File: src/rtl/i2c_bus_monitor.sv
// Passive I2C bus monitor: synchronises and filters SCL/SDA, then decodes
// START/RSTART/STOP and address/data bytes into a single-entry event register.
module i2c_bus_monitor #(
    parameter int SyncStages = 2,
    parameter int FilterLen  = 2,
    parameter int CountWidth = 16
) (
    input  logic                  clk_i,
    input  logic                  rst_i,
    input  logic                  enable_i,
    input  logic                  scl_i,
    input  logic                  sda_i,
    output logic                  evt_valid_o,
    input  logic                  evt_ready_i,
    output logic [2:0]            evt_type_o,
    output logic [7:0]            evt_data_o,
    output logic                  evt_ack_o,
    output logic                  overflow_o,
    output logic                  busy_o,
    output logic [CountWidth-1:0] byte_count_o
);

    localparam logic [2:0] EvStart  = 3'd1;
    localparam logic [2:0] EvRstart = 3'd2;
    localparam logic [2:0] EvStop   = 3'd3;
    localparam logic [2:0] EvAddr   = 3'd4;
    localparam logic [2:0] EvData   = 3'd5;

    typedef enum logic [1:0] {
        S_IDLE,
        S_ADDR,
        S_DATA
    } state_t;

    logic [SyncStages-1:0] scl_sync, sda_sync;
    logic [FilterLen-1:0]  scl_hist, sda_hist;
    logic                  scl_f, sda_f, scl_p, sda_p;

    // Registers reset to 1 so a released bus looks idle immediately.
    always_ff @(posedge clk_i) begin
        if (rst_i) begin
            scl_sync <= '1;
            sda_sync <= '1;
            scl_hist <= '1;
            sda_hist <= '1;
            scl_f    <= 1'b1;
            sda_f    <= 1'b1;
            scl_p    <= 1'b1;
            sda_p    <= 1'b1;
        end else begin
            scl_sync <= {scl_sync[SyncStages-2:0], scl_i};
            sda_sync <= {sda_sync[SyncStages-2:0], sda_i};
            scl_hist[0] <= scl_sync[SyncStages-1];
            sda_hist[0] <= sda_sync[SyncStages-1];
            for (int i = 1; i < FilterLen; i++) begin
                scl_hist[i] <= scl_hist[i-1];
                sda_hist[i] <= sda_hist[i-1];
            end
            // Filtered level moves only once the whole history agrees.
            if (&scl_hist)       scl_f <= 1'b1;
            else if (~|scl_hist) scl_f <= 1'b0;
            if (&sda_hist)       sda_f <= 1'b1;
            else if (~|sda_hist) sda_f <= 1'b0;
            scl_p <= scl_f;
            sda_p <= sda_f;
        end
    end

    logic start_det, stop_det, bit_det;

    assign start_det = scl_p & scl_f & sda_p & ~sda_f;
    assign stop_det  = scl_p & scl_f & ~sda_p & sda_f;
    assign bit_det   = ~scl_p & scl_f;

    state_t                state_q, state_d;
    logic [3:0]            bit_cnt_q, bit_cnt_d;
    logic [7:0]            shift_q, shift_d;
    logic [CountWidth-1:0] count_q, count_d;
    logic                  new_evt;
    logic [2:0]            new_type;
    logic [7:0]            new_data;
    logic                  new_ack;

    always_ff @(posedge clk_i) begin
        if (rst_i) begin
            state_q   <= S_IDLE;
            bit_cnt_q <= 4'd0;
            shift_q   <= 8'd0;
            count_q   <= '0;
        end else begin
            state_q   <= state_d;
            bit_cnt_q <= bit_cnt_d;
            shift_q   <= shift_d;
            count_q   <= count_d;
        end
    end

    always_comb begin
        state_d   = state_q;
        bit_cnt_d = bit_cnt_q;
        shift_d   = shift_q;
        count_d   = count_q;
        new_evt   = 1'b0;
        new_type  = 3'd0;
        new_data  = 8'd0;
        new_ack   = 1'b0;
        if (!enable_i) begin
            state_d   = S_IDLE;
            bit_cnt_d = 4'd0;
        end else if (start_det) begin
            new_evt   = 1'b1;
            new_type  = (state_q == S_IDLE) ? EvStart : EvRstart;
            if (state_q == S_IDLE) count_d = '0;
            state_d   = S_ADDR;
            bit_cnt_d = 4'd0;
            shift_d   = 8'd0;
        end else if (stop_det) begin
            new_evt   = (state_q != S_IDLE);
            new_type  = (state_q != S_IDLE) ? EvStop : 3'd0;
            state_d   = S_IDLE;
            bit_cnt_d = 4'd0;
            shift_d   = 8'd0;
        end else if (bit_det && state_q != S_IDLE) begin
            if (bit_cnt_q == 4'd8) begin
                // Ninth bit is the acknowledge slot; the byte is complete.
                new_evt   = 1'b1;
                new_type  = (state_q == S_ADDR) ? EvAddr : EvData;
                new_data  = shift_q;
                new_ack   = ~sda_f;
                if (state_q == S_DATA && !(&count_q))
                    count_d = count_q + CountWidth'(1);
                state_d   = S_DATA;
                bit_cnt_d = 4'd0;
            end else begin
                shift_d   = {shift_q[6:0], sda_f};
                bit_cnt_d = bit_cnt_q + 4'd1;
            end
        end
    end

    always_ff @(posedge clk_i) begin
        if (rst_i) begin
            evt_valid_o <= 1'b0;
            evt_type_o  <= 3'd0;
            evt_data_o  <= 8'd0;
            evt_ack_o   <= 1'b0;
            overflow_o  <= 1'b0;
        end else if (new_evt) begin
            // Acceptance in the same cycle frees the slot for the new event.
            if (!evt_valid_o || evt_ready_i) begin
                evt_valid_o <= 1'b1;
                evt_type_o  <= new_type;
                evt_data_o  <= new_data;
                evt_ack_o   <= new_ack;
            end else begin
                overflow_o  <= 1'b1;
            end
        end else if (evt_valid_o && evt_ready_i) begin
            evt_valid_o <= 1'b0;
        end
    end

    assign busy_o       = (state_q != S_IDLE);
    assign byte_count_o = count_q;

endmodule

File: config.mk
export PLATFORM = sky130hd
export DESIGN_NAME = i2c_bus_monitor
export DESIGN_NICKNAME = d
export VERILOG_FILES = /design/src/rtl/i2c_bus_monitor.sv
export SDC_FILE = /design/constraint.sdc
export NUM_CORES = 1
export LEC_CHECK = 0
export ABC_CLOCK_PERIOD_IN_PS = 5100
export CORE_MARGIN = 2
export CORE_UTILIZATION = 58
export CTS_BUF_LIST = sky130_fd_sc_hd__clkbuf_16
export DETAILED_ROUTE_END_ITERATION = 12
export GPL_TIMING_DRIVEN = 0
export HOLD_SLACK_MARGIN = 0.15
export PLACE_DENSITY = 0.82
export SETUP_SLACK_MARGIN = 0.5
export SLEW_MARGIN = 15
export SYNTH_ARGS = -nofsm -noshare
export SYNTH_HDL_FRONTEND = slang
export SYNTH_SLANG_ARGS = --single-unit
File: constraint.sdc
create_clock -name clk_i -period 5.1 [get_ports clk_i]
set_input_delay 1.02 -clock clk_i [delete_from_list [all_inputs] [get_ports clk_i]]
set_output_delay 1.02 -clock clk_i [all_outputs]
set_load 0.005 [all_outputs]
==> results.sh <==
export IMPL_initial_core_util=0.5935
export IMPL_routedWlPerCell_um=15.77
export IMPL_h_tree_depth=2
export IMPL_post_synth_instance_area_um2=2549
export IMPL_number_of_nets_in_the_layout=348
export IMPL_syn_instance_count=297
export IMPL_post_dp_cell_area_um2=2964
export IMPL_clk_latency_ns=0.29
export IMPL_status="finished clean"
export IMPL_vias_after_detailed_routing=2405
export IMPL_design_area_um2=3156
export IMPL_tritoncts="yes"
export IMPL_maximum_fanout_count_along_the_critical_path=8
export IMPL_drc_errors=0
export IMPL_fmax_mhz=341.0
export IMPL_rrSetupSlack_ns=2.85
export IMPL_coreArea_um2=4294
export IMPL_drt_iter0_markers=277
export IMPL_yosys_register_bits=56
export IMPL_dp_slack_ns=1.924
export IMPL_startpoint_type="primary input"
export IMPL_postSynthNetCount=306
export IMPL_timing_critical_path_max_delay_family="simple AND/OR/NAND/NOR gates"
export IMPL_layout_drive_gt1_share=0.1239
export IMPL_area_growth_syn_to_layout_pct=23.81
export IMPL_post_synth_edffs=0
export IMPL_clock_skew_final_ns=0.004245
export IMPL_fp_dieArea_um2=4941
export IMPL_totalNegativeSetupSlack_ns=0
export IMPL_cts_buffer_depth=2
export IMPL_grt_first_pass_wirelength_um=10440
export IMPL_detailedPlacementHpwl_um=4130
export IMPL_routabilityCongestion=0.8736
export IMPL_cp_arrival_ns=3.13
export IMPL_synth_flop_cell="dfxtp_1"
export IMPL_synthDistinctLibCells=54
export IMPL_chipWidth_um=70.29
export IMPL_setup_repair_after_global_routing_missed_its_margin="no"
export IMPL_p_per_area_nw_per_um2=283.2
export IMPL_max_cap_violations=0
export IMPL_layout_cells_most_common="dfxtp_1"
export IMPL_grt_pass1_vias=2264
export IMPL_global_route_overflow_total=0
export IMPL_post_route_period_util=0.5750
export IMPL_layout_cells_most_common_list="dfxtp_1 (56), clkdlybuf4s50_1 (35), nand2_1 (33), nand3_1 (24)"
export IMPL_share_of_flip_flops_with_an_asynchronous_set_or_reset_after_synthesis=0
export IMPL_cts_setup_buffers=0
export IMPL_chipHeight_um=70.29
export IMPL_critPathRequiredTime_ns=5.30
export IMPL_postCtsHoldBufs=0
export IMPL_wirelength_um=6168
export IMPL_hold_path_class="register to register"
export IMPL_crit_path_end_kind="register"
export IMPL_number_of_sinks_handled_by_clock_tree_synthesis=56
export IMPL_timing_setup_critical_path_class="primary input to register"
export IMPL_fin_crit_ns=2.932
export IMPL_numPortBuffers=35
export IMPL_antenna_diode_count=0
export IMPL_slew_violations=0
export IMPL_critical_path_startpoint="enable_i"
export IMPL_hold_viol_final=0
export IMPL_rr_startpoint="byte_count_o[0]$_SDFFE_PP0P_"
export IMPL_numCtsBuffers=5
export IMPL_firstDrtPassIters=7
export IMPL_timing_critical_path_slowest_cell_delay_ns=0.58
export IMPL_layout_filler_cell_count=348
export IMPL_post_cts_resized_instances=0
export IMPL_cts_root_buf="clkbuf_16"
export IMPL_number_of_top_level_design_ports=37
export IMPL_detail_route_antenna_nets=0
export IMPL_crit_chain="clkdlybuf4s50_1 -> nor2b_1 -> nand2_2 -> nor3_2 -> nand2_1 -> o32ai_1"
export IMPL_synth_yosys_seq_area_share=0.4399
export IMPL_setup_viol=0
export IMPL_crit_buf_inv=1
export IMPL_max_slew_worst_pin_slew_ns=1.023
export IMPL_slew_limit_headroom=0.3125
export IMPL_p_leak_nw=1.000
export IMPL_largest_net_degree_at_the_start_of_global_routing=17
export IMPL_vdd_ir_drop_max_uv=182.0
export IMPL_critical_hold_path_startpoint="scl_sync[1]$_SDFF_PP1_"
export IMPL_grtUsageTotal=0.2588
export IMPL_final_setup_worst_slack_ns=2.168
export IMPL_clk_transition_reported_paths_ns=0.07
export IMPL_post_synth_cell_area_avg_um2=8.581
export IMPL_detail_route_vias_per_cell=6.151
export IMPL_placementRows=24
export IMPL_ys_warn_count=0
export IMPL_slowest_stage_cell_crit_path="clkdlybuf4s50_1"
export IMPL_antenna_found_initial=0
[per-layer routing]
layer | track usage | vias to the layer above | share of wire
met2 | 0.4361 | 100 | 0.48
met3 | 0.04185 | 13 | 0.070
met4 | 0.08761 | 0 | 0.021
met5 | 0 | - | 0
met1 | 0.3358 | 1115 | 0.43
li1 | - | 1177 | -
[synth_stat cells, drive strengths merged, types with 6 or more instances]
cell type / number / area, um2
a21oi: 23 / 118.9
buf: 8 / 48.80
clkbuf: 8 / 30.03
dfxtp: 56 / 1121
nand2: 34 / 130.1
nand2b: 6 / 37.54
nand3: 25 / 130.1
nand4: 15 / 93.84
nor2: 24 / 100.1
nor3: 8 / 66.32
o21ai: 18 / 97.59
o311ai: 7 / 61.31
or2: 10 / 62.56
[registers in the layout, summed over array words and instances, names as in the netlist]
register      cells
scl_f             1
sda_hist          2
state_q           2
bit_cnt_q         4
evt_type_o        3
scl_hist          2
evt_valid_o       1
overflow_o        1
byte_count_o     16
evt_ack_o         1
sda_p             1
shift_q           8
evt_data_o        8
scl_p             1
sda_f             1
scl_sync          2
sda_sync          2
[power breakdown]
| group | switching, W | leakage, nW | internal, W |
|---|---|---|---|
| logic | 0.0000154 | 0.458 | 0.00000900 |
| clock network | 0.000149 | 0.0899 | 0.000279 |
| registers | 0.00000209 | 0.453 | 0.000440 |
| total | 0.000166 | 1.00 | 0.000727 |
[worst paths after layout]
path	to	depth (start not counted)
min	scl_hist[0]$_SDFF_PP1_	1
min reg2reg	scl_hist[0]$_SDFF_PP1_	1
max reg2reg	byte_count_o[4]$_SDFFE_PP0P_	7
max	byte_count_o[13]$_SDFFE_PP0P_	6
[worst register-to-register path, stage by stage, from the launching register on]
cell and delay, ns:
dfxtp_1 0.43, ha_1 0.28, nand3_2 0.13, or4_4 0.58
a31oi_4 0.30, buf_6 0.20, o311ai_1 0.13, o31ai_1 0.11
[per-stage QoR]
step,hold slack (ns),instances,utilization,total power (W)
2_1_floorplan,0.3895,297,-,0.0004651
3_3_place_gp,0.3903,384,0.6903,0.0004756
3_5_place_dp,0.3985,384,0.6903,0.0004763
4_1_cts,0.4164,391,0.7334,0.0008997
5_1_grt,0.4334,391,0.7348,0.0009171
6_report,0.4117,391,0.7348,0.0008937
[cells by family after synthesis]
| logic type | share of synthesized area |
|---|---|
| adder cells (fa/ha/maj) | 0.01473 |
| AND/OR/NAND/NOR | 0.3044 |
| XOR/XNOR | 0.003437 |
| AO/OA/AOI/OAI | 0.1915 |
| buffers and inverters | 0.03829 |
| multiplexers | 0.007855 |
| flip-flops | 0.4399 |
[area by class of cell]
class / instances / area [um2] / share of cell area
Buffer: 16 / 78.83 / 0.02498
Clock buffer: 5 / 125.1 / 0.03965
Clock inverter: 2 / 60.06 / 0.01903
Inverter: 5 / 18.77 / 0.005948
Multi-Input combinational cell: 220 / 1336 / 0.4235
Sequential cell: 56 / 1121 / 0.3553
Tap cell: 52 / 65.06 / 0.02062
Timing Repair Buffer: 35 / 350.3 / 0.1110
No activity file was read; power rests on OpenSTA's default activity.
